### config.mk
export PLATFORM = sky130hd
export DESIGN_NAME = multi_channel_gain_cell
export DESIGN_NICKNAME = d
export VERILOG_FILES = /design/src/rtl/control_cell_pkg.sv /design/src/rtl/gain_sat_channel.sv /design/src/rtl/multi_channel_gain_cell.sv
export SDC_FILE = /design/constraint.sdc
export NUM_CORES = 2
export LEC_CHECK = 0
export CAP_MARGIN = 20
export CELL_PAD_IN_SITES_DETAIL_PLACEMENT = 1
export CELL_PAD_IN_SITES_GLOBAL_PLACEMENT = 1
export CORE_MARGIN = 4
export CORE_UTILIZATION = 45
export CTS_BUF_LIST = sky130_fd_sc_hd__clkbuf_2
export DETAILED_ROUTE_END_ITERATION = 10
export PLACE_DENSITY = 0.85
export SLEW_MARGIN = 30
export SYNTH_ARGS = -nofsm -noshare
export SYNTH_HDL_FRONTEND = slang
export SYNTH_HIERARCHICAL = 1
export SYNTH_SLANG_ARGS = --single-unit
### constraint.sdc
create_clock -name aclk -period 10.1 [get_ports aclk]
set_input_delay 2.02 -clock aclk [delete_from_list [all_inputs] [get_ports aclk]]
set_output_delay 2.02 -clock aclk [all_outputs]
set_load 0.01 [all_outputs]
### src/rtl/control_cell_pkg.sv
// Shared definitions for the multi-channel gain cell: register map, mode
// encodings, AXI response codes and the datapath precision constants.
package control_cell_pkg;

    localparam int unsigned INTERNAL_PRECISION = 64;
    localparam int unsigned DEF_NUM_DECIMAL    = 8;

    localparam int unsigned REG_CTRL      = 32'h00;
    localparam int unsigned REG_INFO      = 32'h04;
    localparam int unsigned REG_MODE      = 32'h08;
    localparam int unsigned REG_GAIN_BASE = 32'h20;
    localparam int unsigned REG_CLIP_BASE = 32'h40;

    localparam logic [1:0] RESP_OKAY   = 2'b00;
    localparam logic [1:0] RESP_SLVERR = 2'b10;

    typedef enum logic [1:0] {
        MODE_PASS  = 2'd0,
        MODE_GAIN  = 2'd1,
        MODE_MUTE  = 2'd2,
        MODE_MUTE3 = 2'd3
    } mode_e;

    function automatic int unsigned gain_addr(input int unsigned ch);
        return REG_GAIN_BASE + 4 * ch;
    endfunction

    function automatic int unsigned clip_addr(input int unsigned ch);
        return REG_CLIP_BASE + 4 * ch;
    endfunction

endpackage

### src/rtl/gain_sat_channel.sv
// One audio channel: registered signed multiply, then floor shift, saturation
// and a sticky-at-max clip counter.
module gain_sat_channel
    import control_cell_pkg::*;
#(
    parameter int unsigned VOL_MSB     = 23,
    parameter int unsigned COEF_WIDTH  = 32,
    parameter int unsigned NUM_DECIMAL = DEF_NUM_DECIMAL
) (
    input  logic                  clk,
    input  logic                  rst_n,
    input  logic                  enable,
    input  logic [1:0]            mode,
    input  logic [COEF_WIDTH-1:0] gain,
    input  logic [VOL_MSB:0]      in_sample,
    input  logic                  in_valid,
    input  logic                  clip_clr,
    output logic [VOL_MSB:0]      out_sample,
    output logic                  out_valid,
    output logic [31:0]           clip_cnt
);
    localparam int unsigned VW = VOL_MSB + 1;
    localparam int unsigned PW = VW + COEF_WIDTH;
    localparam int unsigned HW = PW - VOL_MSB;

    logic signed [PW-1:0] prod_c;
    logic signed [PW-1:0] s1_prod;
    logic signed [PW-1:0] shifted_c;
    logic [VOL_MSB:0]     s1_sample;
    logic [1:0]           s1_mode;
    logic                 s1_valid;
    logic [HW-1:0]        hi_c;
    logic                 clip_c;
    logic [VOL_MSB:0]     result_c;

    assign prod_c = $signed({{COEF_WIDTH{in_sample[VOL_MSB]}}, in_sample})
                  * $signed({{VW{gain[COEF_WIDTH-1]}}, gain});

    // Result fits only if every bit from the output sign upward agrees.
    assign shifted_c = s1_prod >>> NUM_DECIMAL;
    assign hi_c      = shifted_c[PW-1:VOL_MSB];
    assign clip_c    = (s1_mode == MODE_GAIN) && !((&hi_c) || !(|hi_c));

    always_comb begin
        result_c = '0;
        case (s1_mode)
            MODE_PASS: result_c = s1_sample;
            MODE_GAIN: begin
                if (!clip_c)
                    result_c = shifted_c[VOL_MSB:0];
                else if (shifted_c[PW-1])
                    result_c = {1'b1, {VOL_MSB{1'b0}}};
                else
                    result_c = {1'b0, {VOL_MSB{1'b1}}};
            end
            default: result_c = '0;
        endcase
    end

    // Stage 1: capture product with the gain current in this cycle.
    always_ff @(posedge clk or negedge rst_n) begin
        if (!rst_n) begin
            s1_valid  <= 1'b0;
            s1_prod   <= '0;
            s1_sample <= '0;
            s1_mode   <= 2'(MODE_PASS);
        end else begin
            s1_valid <= enable & in_valid;
            if (in_valid) begin
                s1_prod   <= prod_c;
                s1_sample <= in_sample;
                s1_mode   <= mode;
            end
        end
    end

    // Stage 2: output register and clip counter; clear beats increment.
    always_ff @(posedge clk or negedge rst_n) begin
        if (!rst_n) begin
            out_valid  <= 1'b0;
            out_sample <= '0;
            clip_cnt   <= '0;
        end else begin
            out_valid <= enable & s1_valid;
            if (s1_valid)
                out_sample <= result_c;
            if (clip_clr)
                clip_cnt <= '0;
            else if (enable && s1_valid && clip_c && (clip_cnt != 32'hFFFF_FFFF))
                clip_cnt <= clip_cnt + 32'd1;
        end
    end

endmodule

### src/rtl/multi_channel_gain_cell.sv
// AXI4-Lite controlled multi-channel gain stage: register file here, one
// gain_sat_channel instance per channel.
module multi_channel_gain_cell
    import control_cell_pkg::*;
#(
    parameter int unsigned NUM_CH      = 2,
    parameter int unsigned VOL_MSB     = 23,
    parameter int unsigned COEF_WIDTH  = 32,
    parameter int unsigned NUM_DECIMAL = DEF_NUM_DECIMAL,
    parameter int unsigned ADDR_SIZE   = 8,
    parameter int unsigned DATA_WIDTH  = 32
) (
    input  logic                          aclk,
    input  logic                          aresetn,
    input  logic [ADDR_SIZE-1:0]          araddr,
    input  logic                          arvalid,
    output logic                          arready,
    output logic [DATA_WIDTH-1:0]         rdata,
    output logic [1:0]                    rresp,
    output logic                          rvalid,
    input  logic                          rready,
    input  logic [ADDR_SIZE-1:0]          awaddr,
    input  logic                          awvalid,
    output logic                          awready,
    input  logic [DATA_WIDTH-1:0]         wdata,
    input  logic [DATA_WIDTH/8-1:0]       wstrb,
    input  logic                          wvalid,
    output logic                          wready,
    output logic [1:0]                    bresp,
    output logic                          bvalid,
    input  logic                          bready,
    input  logic [NUM_CH*(VOL_MSB+1)-1:0] in_data,
    input  logic [NUM_CH-1:0]             in_en,
    output logic [NUM_CH*(VOL_MSB+1)-1:0] out_data,
    output logic [NUM_CH-1:0]             out_en
);
    localparam int unsigned VW = VOL_MSB + 1;
    localparam int unsigned MW = 2 * NUM_CH;
    localparam int unsigned SW = DATA_WIDTH / 8;

    logic                  ctrl_en;
    logic                  clip_clr;
    logic [MW-1:0]         mode_reg;
    logic [COEF_WIDTH-1:0] gain [NUM_CH];
    logic [31:0]           clip_cnt [NUM_CH];
    logic [DATA_WIDTH-1:0] wmask_c;
    logic [DATA_WIDTH-1:0] rd_data_c;
    logic                  rd_err_c;
    logic                  wr_ok_c;
    logic                  wr_fire_c;

    assign wr_fire_c = awready && awvalid && wvalid;

    always_comb begin
        wmask_c = '0;
        for (int unsigned i = 0; i < SW; i++)
            wmask_c[i*8 +: 8] = {8{wstrb[i]}};
    end

    // Only CTRL, MODE and GAIN accept writes.
    always_comb begin
        wr_ok_c = (awaddr == ADDR_SIZE'(REG_CTRL)) || (awaddr == ADDR_SIZE'(REG_MODE));
        for (int unsigned ch = 0; ch < NUM_CH; ch++)
            if (awaddr == ADDR_SIZE'(gain_addr(ch)))
                wr_ok_c = 1'b1;
    end

    always_comb begin
        rd_data_c = '0;
        rd_err_c  = 1'b1;
        if (araddr == ADDR_SIZE'(REG_CTRL)) begin
            rd_data_c = DATA_WIDTH'(ctrl_en);
            rd_err_c  = 1'b0;
        end else if (araddr == ADDR_SIZE'(REG_INFO)) begin
            rd_data_c = DATA_WIDTH'({8'(NUM_DECIMAL), 8'(NUM_CH)});
            rd_err_c  = 1'b0;
        end else if (araddr == ADDR_SIZE'(REG_MODE)) begin
            rd_data_c = DATA_WIDTH'(mode_reg);
            rd_err_c  = 1'b0;
        end else begin
            for (int unsigned ch = 0; ch < NUM_CH; ch++) begin
                if (araddr == ADDR_SIZE'(gain_addr(ch))) begin
                    rd_data_c = DATA_WIDTH'(gain[ch]);
                    rd_err_c  = 1'b0;
                end
                if (araddr == ADDR_SIZE'(clip_addr(ch))) begin
                    rd_data_c = DATA_WIDTH'(clip_cnt[ch]);
                    rd_err_c  = 1'b0;
                end
            end
        end
    end

    // AXI4-Lite slave: one-cycle ready pulses, response the cycle after.
    always_ff @(posedge aclk or negedge aresetn) begin
        if (!aresetn) begin
            awready  <= 1'b0;
            wready   <= 1'b0;
            bvalid   <= 1'b0;
            bresp    <= RESP_OKAY;
            arready  <= 1'b0;
            rvalid   <= 1'b0;
            rdata    <= '0;
            rresp    <= RESP_OKAY;
            ctrl_en  <= 1'b1;
            clip_clr <= 1'b0;
            mode_reg <= {NUM_CH{2'(MODE_GAIN)}};
            for (int unsigned ch = 0; ch < NUM_CH; ch++)
                gain[ch] <= COEF_WIDTH'(1) << NUM_DECIMAL;
        end else begin
            awready  <= 1'b0;
            wready   <= 1'b0;
            arready  <= 1'b0;
            clip_clr <= 1'b0;

            if (!awready && awvalid && wvalid && !bvalid) begin
                awready <= 1'b1;
                wready  <= 1'b1;
            end
            if (bvalid && bready)
                bvalid <= 1'b0;
            if (wr_fire_c) begin
                bvalid <= 1'b1;
                bresp  <= wr_ok_c ? RESP_OKAY : RESP_SLVERR;
                if ((awaddr == ADDR_SIZE'(REG_CTRL)) && wstrb[0]) begin
                    ctrl_en  <= wdata[0];
                    clip_clr <= wdata[1];
                end
                if (awaddr == ADDR_SIZE'(REG_MODE))
                    mode_reg <= (mode_reg & ~MW'(wmask_c)) | MW'(wdata & wmask_c);
                for (int unsigned ch = 0; ch < NUM_CH; ch++)
                    if (awaddr == ADDR_SIZE'(gain_addr(ch)))
                        gain[ch] <= (gain[ch] & ~COEF_WIDTH'(wmask_c))
                                  | COEF_WIDTH'(wdata & wmask_c);
            end

            if (!arready && arvalid && !rvalid)
                arready <= 1'b1;
            if (rvalid && rready)
                rvalid <= 1'b0;
            if (arready && arvalid) begin
                rvalid <= 1'b1;
                rdata  <= rd_data_c;
                rresp  <= rd_err_c ? RESP_SLVERR : RESP_OKAY;
            end
        end
    end

    for (genvar ch = 0; ch < NUM_CH; ch++) begin : g_ch
        gain_sat_channel #(
            .VOL_MSB    (VOL_MSB),
            .COEF_WIDTH (COEF_WIDTH),
            .NUM_DECIMAL(NUM_DECIMAL)
        ) u_chan (
            .clk       (aclk),
            .rst_n     (aresetn),
            .enable    (ctrl_en),
            .mode      (mode_reg[2*ch +: 2]),
            .gain      (gain[ch]),
            .in_sample (in_data[ch*VW +: VW]),
            .in_valid  (in_en[ch]),
            .clip_clr  (clip_clr),
            .out_sample(out_data[ch*VW +: VW]),
            .out_valid (out_en[ch]),
            .clip_cnt  (clip_cnt[ch])
        );
    end

endmodule

==> impl_metrics.prom <==
# TYPE chip_impl_metric gauge
chip_impl_metric{name="timing.fmax",unit="MHz"} 113
chip_impl_info{name="result_of_the_run",value="finished clean"} 1
chip_impl_metric{name="final-setup-viol-count",unit=""} 0
chip_impl_metric{name="share_of_the_cycle_needed_by_the_critical_path_after_routing",unit="%"} 87.6
chip_impl_metric{name="cellInternalPower",unit="uW"} 2340
chip_impl_metric{name="ys.warnings.count",unit=""} 6
chip_impl_metric{name="multi_input_combinational_cell_area",unit="sq um"} 53900
chip_impl_metric{name="worst_ir_drop_on_vdd",unit="V"} 0.0000843
chip_impl_metric{name="final_max_slew_viol_count",unit=""} 0
chip_impl_info{name="crit_path_end_kind",value="register"} 1
chip_impl_metric{name="pwr-share-seq",unit="%"} 43.8
chip_impl_info{name="min-delay-path-class",value="register to register"} 1
chip_impl_metric{name="place_congestion",unit=""} 0.962
chip_impl_metric{name="floorplan.initialDensity",unit="%"} 45.5
chip_impl_metric{name="worst_setup_hold_path_clk_slew",unit="ns"} 0.11
chip_impl_metric{name="layout-drive-gt1-share",unit="%"} 8.94
chip_impl_metric{name="area_growth",unit="%"} 8.05
chip_impl_metric{name="synth_area",unit="sq um"} 70400
chip_impl_metric{name="clock_path_buffers",unit=""} 3
chip_impl_metric{name="p_per_area",unit="nW/um^2"} 48.5
chip_impl_metric{name="clkSinkCount",unit=""} 372
chip_impl_metric{name="postLayoutSetupSlackWorst",unit="ns"} 1.26
chip_impl_metric{name="place_ws",unit="ns"} -0.106
chip_impl_metric{name="leakagePower",unit="uW"} 0.0378
chip_impl_metric{name="grtUsageTotal",unit="%"} 30.0
chip_impl_metric{name="total_die_area",unit="sq um"} 163000
chip_impl_metric{name="setup_fix_bufs_post_cts",unit=""} 0
chip_impl_metric{name="antenna_violating_nets_left",unit=""} 0
chip_impl_metric{name="grt-ovfl-total",unit=""} 0
chip_impl_metric{name="design.final.nets",unit=""} 9321
chip_impl_metric{name="detail_route.vias_per_cell",unit=""} 5.72
chip_impl_metric{name="ctsHtreeMaxLevel",unit=""} 3
chip_impl_metric{name="tritoncts.num_buffers",unit=""} 102
chip_impl_metric{name="fp-row-count",unit=""} 144
chip_impl_metric{name="hold_viol",unit=""} 0
chip_impl_metric{name="top_level_ports",unit=""} 200
chip_impl_metric{name="regArea",unit="sq um"} 9330
chip_impl_metric{name="worst_hold_slack",unit="ns"} 0.469
chip_impl_metric{name="synth_seq_area_share",unit="%"} 13.2
chip_impl_metric{name="ctsHoldBuffers",unit=""} 0
chip_impl_metric{name="layout_min_cycle_time",unit="ns"} 8.84
chip_impl_metric{name="timing.max_cap.violations",unit=""} 0
chip_impl_metric{name="synth-edff-count",unit=""} 0
chip_impl_info{name="mostFrequentLayoutCell",value="sky130_fd_sc_hd__fa_1"} 1
chip_impl_metric{name="first_pass_iters",unit=""} 5
chip_impl_metric{name="clock_insertion_delay_worst_skew",unit="ns"} 1.49
chip_impl_metric{name="core",unit="sq um"} 155000
chip_impl_metric{name="grt_pass1_vias",unit=""} 64634
chip_impl_metric{name="post_synth.cell_area_avg",unit="sq um"} 9.70
chip_impl_metric{name="final.setup.tns",unit="ns"} 0
chip_impl_info{name="grt_setup_unrepaired",value="false"} 1
chip_impl_metric{name="synth_async_sr_flop_share",unit="%"} 100
chip_impl_metric{name="routed_wire_length_per_instance",unit="microns"} 25.3
chip_impl_info{name="tritoncts_clock_tree",value="built"} 1
chip_impl_metric{name="cts_repair_resize_count",unit=""} 0
chip_impl_metric{name="starting_drt_drc_count",unit=""} 4062
chip_impl_metric{name="mapped_cells",unit=""} 7262
chip_impl_metric{name="port_buffers",unit=""} 197
chip_impl_metric{name="fin_skew",unit="ns"} 0.183
chip_impl_info{name="clock-root-buffer",value="sky130_fd_sc_hd__clkbuf_2"} 1
chip_impl_metric{name="netSwitchingFraction",unit="%"} 36.7
chip_impl_metric{name="placed_cells_incl_taps",unit=""} 9293
chip_impl_info{name="worstSetupPathType",value="input pin to register"} 1
chip_impl_metric{name="num_vias",unit=""} 54284
chip_impl_metric{name="grt_antenna_before_repair",unit=""} 12
chip_impl_metric{name="timing_worst_slew_pin_value",unit="ns"} 1.02
chip_impl_info{name="synth-main-ff-cell",value="sky130_fd_sc_hd__dfrtp_1"} 1
chip_impl_metric{name="dieHeight",unit="microns"} 404
chip_impl_metric{name="critPathMaxFanout",unit=""} 14
chip_impl_metric{name="synth_cell_type_count",unit=""} 99
chip_impl_info{name="worst_setup_path_start_kind",value="input pin"} 1
chip_impl_metric{name="critical_path_arrival",unit="ns"} 10.22
chip_impl_metric{name="clock_power_share",unit="%"} 34.2
chip_impl_metric{name="synth_seq_cells",unit=""} 372
chip_impl_metric{name="cp.required",unit="ns"} 11.48
chip_impl_metric{name="drcViolationCount",unit=""} 0
chip_impl_metric{name="die_w",unit="microns"} 404
chip_impl_metric{name="maximum_number_of_pins_on_one_net_before_global_route_repair",unit=""} 143
chip_impl_metric{name="nFillCells",unit=""} 17497
chip_impl_metric{name="combinational_fraction_of_design_power",unit="%"} 22.1
chip_impl_metric{name="drt-total-wl",unit="microns"} 240000
chip_impl_metric{name="dpl.hpwl",unit="microns"} 191000
chip_impl_metric{name="grt_pass1_wl",unit="microns"} 373000
chip_impl_metric{name="power.net_switching",unit="uW"} 1360
chip_impl_metric{name="final_cells",unit=""} 9483
chip_impl_info{name="layout_common_cells",value="1564 x sky130_fd_sc_hd__fa_1, 1552 x sky130_fd_sc_hd__inv_1, 844 x sky130_fd_sc_hd__nand2_1"} 1
chip_impl_metric{name="relSlewSlack",unit="%"} 31.0
-- worst paths after layout --
path	startpoint	end	slack [ns]	cells past startpoint
max	in_data[30]	g_ch[1].u_chan/s1_prod[47]	1.26	28
min in group asynchronous	aresetn	g_ch[1].u_chan/out_sample[19]	0.62	1
min reg2reg	bvalid	wready	0.47	1
max in group asynchronous	aresetn	g_ch[0].u_chan/out_sample[23]	7.09	3
max reg2reg	register	g_ch[1].u_chan/s1_prod[47]	1.75	24
min	bvalid	wready	0.47	1
-- stage by stage --
stage	total power, uW	util (%)	instance area (sq um)
2_1_floorplan	2040	-	70400
3_3_place_gp	2380	48.5	75000
3_5_place_dp	2430	48.5	75100
4_1_cts	3710	49.1	76100
5_1_grt	3860	49.2	76100
6_report	3690	49.2	76100
-- power by group through the flow --
stage	clock [uW]	sequential (uW)	combinational [uW]
after floorplan	0	1620	427
after global placement	0	1630	747
after detailed placement	0	1640	796
after CTS	1300	1610	803
after global routing	1370	1620	872
final	1260	1620	816
-- area by class of cell --
class | instances | share of cell area (%)
clock buffers | 154 | 1.01
diodes | 4 | 0.0132
clock inverters | 31 | 0.304
repair buffers | 374 | 4.60
inverters | 1552 | 7.66
flip-flops and latches | 372 | 12.3
multi-input cells | 4952 | 70.8
well taps | 2044 | 3.36
-- synth_stat cells (all sizes together) (26+ instances only) --
master / n / area share [%]
o21ai: 114 / 0.83
nand4: 57 / 0.51
a21oi: 144 / 1.0
o22a: 26 / 0.32
fa: 1564 / 44
nor2: 231 / 1.2
ha: 294 / 5.2
inv: 1552 / 8.3
nor3: 28 / 0.23
clkbuf: 378 / 2.0
a21o: 60 / 0.65
nand2b: 27 / 0.24
a211oi: 55 / 0.60
xor2: 70 / 0.87
nand2: 846 / 4.5
a221oi: 32 / 0.40
nand3: 49 / 0.35
dfrtp: 367 / 13
mux2: 248 / 4.0
xnor2: 103 / 1.3
and2: 753 / 6.7
-- cell families after synthesis --
group                      synth area share [%]
DFF                                        13.2
and+or+nand+nor                            15.0
AOI/OAI and AO/OA                          5.52
adders and majority gates                  49.7
other                                   0.00532
buffers and inverters                      10.4
muxes                                      4.04
xor gates and xnor gates                   2.15
-- critical path, stage by stage --
cell and delay [ns]:
sky130_fd_sc_hd__clkdlybuf4s50_1 0.78, sky130_fd_sc_hd__buf_4 0.32, sky130_fd_sc_hd__and2_1 0.18, sky130_fd_sc_hd__fa_1 0.53, sky130_fd_sc_hd__fa_1 0.58, sky130_fd_sc_hd__inv_1 0.07, sky130_fd_sc_hd__fa_1 0.41, sky130_fd_sc_hd__inv_1 0.12
sky130_fd_sc_hd__fa_1 0.20, sky130_fd_sc_hd__inv_1 0.07, sky130_fd_sc_hd__fa_1 0.49, sky130_fd_sc_hd__inv_1 0.07, sky130_fd_sc_hd__fa_1 0.54, sky130_fd_sc_hd__inv_1 0.07, sky130_fd_sc_hd__fa_1 0.48, sky130_fd_sc_hd__inv_1 0.04
sky130_fd_sc_hd__ha_1 0.48, sky130_fd_sc_hd__nand4_1 0.30, sky130_fd_sc_hd__nor2_1 0.35, sky130_fd_sc_hd__nand2_1 0.09, sky130_fd_sc_hd__o211ai_1 0.33, sky130_fd_sc_hd__o21a_1 0.26, sky130_fd_sc_hd__nor4b_1 0.08, sky130_fd_sc_hd__buf_4 0.16
sky130_fd_sc_hd__o41ai_1 0.52, sky130_fd_sc_hd__a311oi_1 0.24, sky130_fd_sc_hd__xnor2_1 0.17, sky130_fd_sc_hd__mux2_2 0.27
-- routing by layer --
metal | vias to the layer above | GRT usage, % | part of all wire, %
li1 | 21971 | - | -
met1 | 28699 | 34.3 | 35
met2 | 2566 | 50.2 | 49
met3 | 1036 | 6.79 | 8.1
met4 | 12 | 20.4 | 7.7
met5 | - | 0 | 0.030
(Power assumes the default switching activity.)
